**config.mk**
```make
export PLATFORM = sky130hd
export DESIGN_NAME = rx
export DESIGN_NICKNAME = d
export VERILOG_FILES = /design/src/rtl/uart_pkg.sv /design/src/rtl/rx_baud_timer.sv /design/src/rtl/rx.sv
export SDC_FILE = /design/constraint.sdc
export NUM_CORES = 1
export LEC_CHECK = 0
export CAP_MARGIN = 15
export CORE_UTILIZATION = 50
export DETAILED_ROUTE_END_ITERATION = 7
export PLACE_DENSITY = 0.7
export SYNTH_ARGS = -nofsm -noshare
export SYNTH_HDL_FRONTEND = slang
export SYNTH_SLANG_ARGS = --single-unit
```
**constraint.sdc**
```tcl
create_clock -name clk -period 2.8 [get_ports clk]
set_input_delay 0.56 -clock clk [delete_from_list [all_inputs] [get_ports clk]]
set_output_delay 0.56 -clock clk [all_outputs]
set_load 0.01 [all_outputs]
```
**src/rtl/uart_pkg.sv**
```systemverilog
// uart_pkg - shared types and constants for the UART receive path.
//   rx_state_t       : receiver FSM states (kept apart from the transmitter's State)
//   BAUD_DIV_DEFAULT : clock cycles per bit at 100 MHz / 19200 baud
//   FRAME_BITS       : start + 8 data + parity + stop
package uart_pkg;

  localparam int BAUD_DIV_DEFAULT = 5208;
  localparam int FRAME_BITS       = 11;

  typedef enum logic [2:0] {
    IDLE,
    START,
    BITS,
    PAR,
    STOP,
    ACK
  } rx_state_t;

endpackage

```
**src/rtl/rx_baud_timer.sv**
```systemverilog
// rx_baud_timer - bit-period timer for the UART receiver.
//   clk       : system clock
//   Reset_n   : asynchronous active-low reset
//   clrTimer  : forces the count back to 0
//   timerDone : high on the last count of a bit period (count wraps after it)
//   halfDone  : high at count HALF_DIV-1, used for the start-bit mid-sample
module rx_baud_timer #(
  parameter int BAUD_DIV = 5208,
  parameter int HALF_DIV = BAUD_DIV / 2
) (
  input  logic clk,
  input  logic Reset_n,
  input  logic clrTimer,
  output logic timerDone,
  output logic halfDone
);

  localparam int CW = $clog2(BAUD_DIV);
  localparam logic [CW-1:0] LAST = CW'(BAUD_DIV - 1);
  localparam logic [CW-1:0] HALF = CW'(HALF_DIV - 1);

  logic [CW-1:0] count;

  always_ff @(posedge clk or negedge Reset_n) begin
    if (!Reset_n) begin
      count <= '0;
    end else if (clrTimer || timerDone) begin
      count <= '0;
    end else begin
      count <= count + CW'(1);
    end
  end

  assign timerDone = (count == LAST);
  assign halfDone  = (count == HALF);

endmodule

```
**src/rtl/rx.sv**
```systemverilog
// rx - UART receiver: 1 start, 8 data (LSB first), odd parity, 1 stop.
// Samples each bit at mid-period and holds the byte until acknowledged.
//   clk        : system clock
//   Reset_n    : asynchronous active-low reset
//   Sin        : asynchronous serial line, idles high
//   ReceiveAck : host acknowledges the held byte
//   Dout       : last received data byte
//   Receive    : byte valid, held until ReceiveAck
//   parityErr  : odd-parity check failed for the byte in Dout
//   frameErr   : stop bit sampled 0 for the byte in Dout
//
// state | meaning
// IDLE  | line idle, timer held clear, waiting for a 1->0 edge
// START | timing to the start-bit mid-point, rejecting glitches
// BITS  | sampling the 8 data bits, one per bit period
// PAR   | sampling the parity bit
// STOP  | sampling the stop bit and capturing byte plus flags
// ACK   | Receive held high until the host acknowledges
module rx
  import uart_pkg::*;
#(
  parameter int BAUD_DIV = BAUD_DIV_DEFAULT,
  parameter int HALF_DIV = BAUD_DIV / 2
) (
  input  logic       clk,
  input  logic       Reset_n,
  input  logic       Sin,
  input  logic       ReceiveAck,
  output logic [7:0] Dout,
  output logic       Receive,
  output logic       parityErr,
  output logic       frameErr
);

  rx_state_t cs, ns;

  logic       syncMeta, syncSin, histSin;
  logic       startEdge;
  logic       clrTimer, timerDone, halfDone;
  logic       clrBit, incBit, shiftEn, parEn, capture;
  logic [2:0] bitNum;
  logic [7:0] shiftReg;
  logic       parBit;

  // Synchronizer and history flops reset high so reset never looks like a start edge.
  always_ff @(posedge clk or negedge Reset_n) begin
    if (!Reset_n) begin
      syncMeta <= 1'b1;
      syncSin  <= 1'b1;
      histSin  <= 1'b1;
    end else begin
      syncMeta <= Sin;
      syncSin  <= syncMeta;
      histSin  <= syncSin;
    end
  end

  // Edge rather than level, so a late ack mid-frame never starts on a low bit.
  assign startEdge = histSin & ~syncSin;

  rx_baud_timer #(
    .BAUD_DIV (BAUD_DIV),
    .HALF_DIV (HALF_DIV)
  ) uTimer (
    .clk       (clk),
    .Reset_n   (Reset_n),
    .clrTimer  (clrTimer),
    .timerDone (timerDone),
    .halfDone  (halfDone)
  );

  always_ff @(posedge clk or negedge Reset_n) begin
    if (!Reset_n) begin
      cs <= IDLE;
    end else begin
      cs <= ns;
    end
  end

  always_comb begin
    ns       = cs;
    clrTimer = 1'b0;
    clrBit   = 1'b0;
    incBit   = 1'b0;
    shiftEn  = 1'b0;
    parEn    = 1'b0;
    capture  = 1'b0;
    Receive  = 1'b0;
    case (cs)
      IDLE: begin
        clrTimer = 1'b1;
        if (startEdge) ns = START;
      end
      START: begin
        if (halfDone) begin
          if (syncSin) begin
            ns = IDLE;
          end else begin
            ns       = BITS;
            clrTimer = 1'b1;
            clrBit   = 1'b1;
          end
        end
      end
      BITS: begin
        if (timerDone) begin
          shiftEn = 1'b1;
          if (bitNum == 3'd7) ns = PAR;
          else                incBit = 1'b1;
        end
      end
      PAR: begin
        if (timerDone) begin
          parEn = 1'b1;
          ns    = STOP;
        end
      end
      STOP: begin
        if (timerDone) begin
          capture = 1'b1;
          ns      = ACK;
        end
      end
      ACK: begin
        Receive = 1'b1;
        if (ReceiveAck) ns = IDLE;
      end
      default: ns = IDLE;
    endcase
  end

  always_ff @(posedge clk or negedge Reset_n) begin
    if (!Reset_n) begin
      bitNum   <= '0;
      shiftReg <= '0;
      parBit   <= 1'b0;
    end else begin
      if (clrBit)      bitNum <= '0;
      else if (incBit) bitNum <= bitNum + 3'd1;
      if (shiftEn) shiftReg[bitNum] <= syncSin;
      if (parEn)   parBit <= syncSin;
    end
  end

  // Total ones over data plus parity must be odd; flags hold until the next capture.
  always_ff @(posedge clk or negedge Reset_n) begin
    if (!Reset_n) begin
      Dout      <= '0;
      parityErr <= 1'b0;
      frameErr  <= 1'b0;
    end else if (capture) begin
      Dout      <= shiftReg;
      parityErr <= ~(^{shiftReg, parBit});
      frameErr  <= ~syncSin;
    end
  end

endmodule

```
==> results.json, run 1 <==
{
  "buffer_type_at_the_clock_tree_root": "sky130_fd_sc_hd__clkbuf_8",
  "tritoncts": "yes",
  "synth.lib_cells_used.distinct": 44,
  "worst_slack_ns": 0.396,
  "static-leakage-power_nw": 1.01,
  "grt_overflow": 0,
  "largest_net_degree_at_the_start_of_global_routing": 42,
  "run_status": "complete, no violations",
  "setup_repair_after_global_routing_missed_its_margin": "false",
  "cts_setup_buffers": 0,
  "worstHoldPathType": "reg2reg",
  "fp.coreArea_um2": 3740,
  "reg2reg_depth": 6,
  "drive_above_1_share_pct": 17.2,
  "slew_viol_final": 0,
  "total_power_mw": 1.10,
  "post_cts_hold_buffer_count": 0,
  "critical_path_required_ns": 2.24,
  "final_design_area_no_fill_um2": 2260,
  "drc_viols": 0,
  "timing.max_cap.violations": 0,
  "synth.cell_area_um2": 2010,
  "critPathCaptureType": "output pin",
  "synth_sequential_area_ratio_pct": 51.3,
  "synth_nets": 185,
  "clock_latency_on_the_worst_skew_pair_ns": 0.29,
  "initial_util_pct": 53.6,
  "cts_resized": 0,
  "clk_transition_reported_paths_ns": 0.07,
  "die_span_in_y_um": 65.3,
  "detail-route-antenna-nets": 0,
  "finalWorstPathRequiredPeriod_ns": 2.40,
  "detail_route.iter0.violations": 113,
  "yosysTopAreaCellShare_pct": 47.4,
  "dp_hpwl_um": 2590,
  "synthTopCellsByCount": "sky130_fd_sc_hd__dfrtp_1 (38), sky130_fd_sc_hd__nor2_1 (28), sky130_fd_sc_hd__mux2_2 (16), sky130_fd_sc_hd__xnor2_1 (12), sky130_fd_sc_hd__nand3_1 (11)",
  "largest_fanout_on_the_critical_path": 9,
  "fp-row-count": 22,
  "post_synth_main_area_contributors": "sky130_fd_sc_hd__dfrtp_1 (47%), sky130_fd_sc_hd__mux2_2 (9.0%), sky130_fd_sc_hd__nor2_1 (5.2%)",
  "synthesis.instances": 178,
  "yosysTopAreaCell": "sky130_fd_sc_hd__dfrtp_1",
  "synthFlopType": "sky130_fd_sc_hd__dfrtp_1",
  "classification_of_the_worst_setup_path": "reg2out",
  "setup_tns_ns": 0,
  "number_of_enable_flip_flop_cells_after_synthesis": 0,
  "chipWidth_um": 65.3,
  "kind_of_start_point_of_the_critical_path": "flip-flop",
  "worst-endpoint-arrival_ns": 1.84,
  "synth_most_common_cell": "sky130_fd_sc_hd__dfrtp_1",
  "clock-sinks": 41,
  "setup-violations-final": 0,
  "die_area_um2": 4270,
  "grt_use_total_pct": 20.4,
  "numCtsBuffers": 5,
  "pre_cts_ws_ns": 0.676,
  "first_global_vias": 1367,
  "drt-vias-per-instance": 5.70,
  "finalHoldViolCount": 0,
  "clk_path_buf_depth": 2,
  "grt_pass1_wl_um": 6440,
  "place_congestion": 0.878,
  "max_freq_mhz": 416,
  "dr.pass1.iters": 5,
  "num_antenna_cells": 0,
  "ys_warnings": 0,
  "finClkSkew_ns": 0.00800,
  "timing.max_slew.rel_slack_pct": 40.7,
  "fillCellCount": 331,
  "largest_voltage_drop_on_the_vdd_net_mv": 0.311,
  "ys_seq_elements": 41,
  "total_wirelength_of_the_detailed_routed_design_um": 3690,
  "power_per_cell_area_nw_per_um2": 487,
  "synth-async-reset-ratio_pct": 100,
  "place.detailed.instances": 232,
  "grt_antenna_before_repair": 0,
  "worst-slew-pin-transition_ns": 0.890,
  "final.period_utilization_pct": 85.9,
  "routedWlPerCell_um": 15.4,
  "syn_avg_cell_area_um2": 11.3,
  "io_pins": 15,
  "worstHoldPathCells": 0,
  "ctsHtreeMaxLevel": 2,
  "syn_to_final_growth_pct": 12.8,
  "placement.io_buffers": 14,
  "placed_area_um2": 2150,
  "num_vias": 1369,
  "stdcell_count": 240,
  "nets": 198
}
[cells by family (layout without fill, tap and decap cells)]
kind of cell	Yosys count	count (layout)	synth area share [%]
compound gates	12	12	3.99
xor+xnor	20	20	8.73
fa+ha+maj	3	3	1.87
buf+inv	13	27	3.68
flops	41	41	51.3
mux	19	19	10.5
simple gates	70	70	19.8
[state kept, by name, summed over array words and instances (netlist names)]
register and count:
uTimer.count 13, cs 3, syncMeta 1, parityErr 1, parBit 1, shiftReg 8, bitNum 3, syncSin 1
Dout 8, histSin 1, frameErr 1
[path summary, 6_finish.rpt]
check                                     start               to  slack (ns)
worst min register to register         syncMeta          syncSin        0.36
worst max-delay path                      cs[2]          Receive        0.40
worst max register to register  uTimer.count[0]  uTimer.count[2]        0.64
min in group asynchronous               Reset_n  uTimer.count[9]        0.39
worst min-delay path                   syncMeta          syncSin        0.36
max in group asynchronous               Reset_n        parityErr        1.85
[cell usage in the layout, fill, tap and decap left out, types with 2 or more instances in the layout]
cell                              instances
sky130_fd_sc_hd__clkbuf_8                 6
sky130_fd_sc_hd__nand2_1                  5
sky130_fd_sc_hd__nand3_1                 11
sky130_fd_sc_hd__xnor2_1                 12
sky130_fd_sc_hd__a21oi_1                  3
sky130_fd_sc_hd__o21ai_0                  2
sky130_fd_sc_hd__clkdlybuf4s50_1         13
sky130_fd_sc_hd__mux2i_1                  2
sky130_fd_sc_hd__nor3b_1                  2
sky130_fd_sc_hd__nand4_1                  5
sky130_fd_sc_hd__nor2_1                  28
sky130_fd_sc_hd__nor4b_2                  2
sky130_fd_sc_hd__and3_1                   2
sky130_fd_sc_hd__nor4_1                   2
sky130_fd_sc_hd__dfstp_2                  3
sky130_fd_sc_hd__mux2_2                  16
sky130_fd_sc_hd__nand3b_1                 2
sky130_fd_sc_hd__ha_1                     3
sky130_fd_sc_hd__inv_1                    5
sky130_fd_sc_hd__xor2_1                   8
sky130_fd_sc_hd__dfrtp_1                 38
[metrics by stage]
| stage | utilization [%] | hold WS (ns) |
|---|---|---|
| 2_1_floorplan | - | 0.264 |
| 3_3_place_gp | 57.3 | 0.352 |
| 6_report | 60.4 | 0.360 |
| 3_5_place_dp | 57.3 | 0.351 |
| 4_1_cts | 60.4 | 0.361 |
| 5_1_grt | 60.4 | 0.364 |
[layout make-up]
class                           instances  area, µm²  area share, %
Sequential cell                        41       1030           45.5
Multi-Input combinational cell        124        902           39.9
Timing Repair Buffer                   14        135           5.97
Clock buffer                            7       86.3           3.82
Tap cell                               48       60.1           2.65
Clock inverter                          1       30.0           1.33
Inverter                                5       18.8          0.830
[power breakdown]
| group | internal, mW | switching (mW) | leakage (nW) |
|---|---|---|---|
| sequential | 0.596 | 0.00301 | 0.543 |
| combinational | 0.00410 | 0.0125 | 0.404 |
| clock | 0.291 | 0.195 | 0.0585 |
| total | 0.890 | 0.211 | 1.01 |
[worst max-delay path: stages (launching register included)]
cell                              delay (ns)
sky130_fd_sc_hd__dfrtp_1                0.49
sky130_fd_sc_hd__inv_1                  0.14
sky130_fd_sc_hd__nor2_1                 0.23
sky130_fd_sc_hd__nand2_1                0.10
sky130_fd_sc_hd__inv_1                  0.07
sky130_fd_sc_hd__clkdlybuf4s50_1        0.53
[layer usage]
layer  global-route usage [%]  part of all wire, %
met5                        0                    0
met4                     10.6                  3.0
met3                     3.65                  2.7
met2                     32.1                   50
met1                     26.7                   44
Note: power is estimated with default switching activity, not from simulation.
==> run 2: changes to the inputs <==
Settings changed: CORE_MARGIN from default to 2, CTS_CLUSTER_SIZE from default to 24.
==> results.json, run 2 (synthesized netlist as in run 1, its figures left out) <==
{
  "run_status": "complete, no violations",
  "drt-vias-per-instance": 5.60,
  "finalWorstPathRequiredPeriod_ns": 2.45,
  "first_global_vias": 1363,
  "largest_register_ff_count": 13,
  "fin_worst_hold_slack_ns": 0.357,
  "drive_above_1_share_pct": 17.7,
  "syn_to_final_growth_pct": 11.7,
  "grt_pass1_wl_um": 6360,
  "die_span_in_y_um": 67.3,
  "finClkSkew_ns": 0.0104,
  "cp-startpoint": "cs[2]",
  "cp_slowest_cell": "sky130_fd_sc_hd__clkdlybuf4s50_1",
  "largest_voltage_drop_on_the_vdd_net_mv": 0.294,
  "worst_hold_startpoint": "syncMeta",
  "multiInputGateArea_um2": 902,
  "num_antenna_cells": 0,
  "routedWlPerCell_um": 14.9,
  "worst-slew-pin-transition_ns": 0.897,
  "rr_startpoint": "uTimer.count[0]",
  "worst_slack_ns": 0.346,
  "postLayoutCoreUtil_pct": 56.8,
  "setup-violations-final": 0,
  "total_wirelength_of_the_detailed_routed_design_um": 3610,
  "commonest_cells_after_routing_fill_and_taps_aside": "sky130_fd_sc_hd__dfrtp_1 (38), sky130_fd_sc_hd__nor2_1 (28), sky130_fd_sc_hd__mux2_2 (16)",
  "grt_overflow": 0,
  "timing.max_slew.rel_slack_pct": 40.2,
  "setup_tns_ns": 0,
  "nets": 198,
  "max_freq_mhz": 408,
  "dp_hpwl_um": 2490,
  "clk_path_buf_depth": 2,
  "grt_use_total_pct": 19.5,
  "kind_of_start_point_of_the_critical_path": "flip-flop",
  "mostFrequentLayoutCell": "sky130_fd_sc_hd__dfrtp_1",
  "numCtsBuffers": 5,
  "die_area_um2": 4530,
  "cpMostUsedCell": "sky130_fd_sc_hd__inv_1",
  "clock-sinks": 41,
  "top_regs": "uTimer.count (13), Dout (8), shiftReg (8)",
  "placement.io_buffers": 14,
  "clk_transition_reported_paths_ns": 0.08,
  "final.period_utilization_pct": 87.6,
  "io_pins": 15,
  "cpPeakStageDelay_ns": 0.53,
  "finalHoldViolCount": 0,
  "regArea_um2": 1030,
  "pre_cts_ws_ns": 0.700,
  "cts_setup_buffers": 0,
  "grt_antenna_before_repair": 0,
  "ctsHtreeMaxLevel": 2,
  "static-leakage-power_nw": 0.995,
  "detail_route.iter0.violations": 73,
  "fillCellCount": 332,
  "timing.max_cap.violations": 0,
  "worst-endpoint-arrival_ns": 1.89,
  "fp-row-count": 23,
  "fp.coreArea_um2": 3940,
  "dr.pass1.iters": 4,
  "slew_viol_final": 0,
  "power_per_cell_area_nw_per_um2": 450,
  "detail-route-antenna-nets": 0,
  "num_vias": 1354,
  "total_power_mw": 1.01,
  "tritoncts": "yes",
  "largest_fanout_on_the_critical_path": 9,
  "drc_viols": 0,
  "chipWidth_um": 67.3,
  "worstHoldPathType": "reg2reg",
  "registers.top_by_ff_count": "uTimer.count",
  "critical_path_required_ns": 2.24,
  "clock_latency_on_the_worst_skew_pair_ns": 0.31,
  "critPathCaptureType": "output pin",
  "post_cts_hold_buffer_count": 0,
  "setup_repair_after_global_routing_missed_its_margin": "false",
  "cts_resized": 0,
  "place_congestion": 0.834,
  "path_cells": "inv_1 > nor2_1 > nand2_1 > inv_1 > clkdlybuf4s50_1",
  "buffer_type_at_the_clock_tree_root": "sky130_fd_sc_hd__clkbuf_8",
  "largest_net_degree_at_the_start_of_global_routing": 42,
  "classification_of_the_worst_setup_path": "reg2out",
  "initial_util_pct": 50.9
}
==> run 2: worst max-delay path: cells and delay by family, from the launching register on <==
family                 cells  cell delay [ns]
buffers and inverters      3             0.73
flip-flops                 1             0.50
AND/OR/NAND/NOR            2             0.37
==> run 2: path summary, 6_finish.rpt <==
kind,slack [ns],end,depth (start not counted)
max reg2reg,0.70,uTimer.count[5],6
max in group asynchronous,1.86,uTimer.count[2],1
max,0.35,Receive,5
min,0.36,syncSin,0
min in group asynchronous,0.37,uTimer.count[5],1
min reg2reg,0.36,syncSin,0
==> run 2: report_power, final <==
part           leakage [nW]  internal [mW]  total, mW  switching, mW
registers             0.543          0.596      0.599        0.00315
logic                 0.404        0.00411     0.0168         0.0127
clock network        0.0481          0.177      0.393          0.217
total                 0.995          0.776       1.01          0.232
==> run 2: per-stage QoR <==
step	instances	area, µm²
floorplan	178	2010
global placement	234	2150
detailed placement	234	2150
CTS	242	2240
global route	242	2240
finish	242	2240
==> run 2: final cells by class <==
class                      count  share of cell area, %
clock inverter                 3                   1.01
timing repair buffer          14                   6.03
tap                           50                   2.79
inverter                       5                  0.838
multi-input combinational    124                   40.3
clock buffer                   5                   3.07
sequential                    41                   46.0
==> run 2: metal layers <==
metal	GRT usage (%)	routed length [µm]	vias to the layer above
li1	-	-	655
met1	23.8	1590	668
met2	31.1	1790	19
met3	6.33	132	12
met4	9.95	97	0
met5	0	0	-
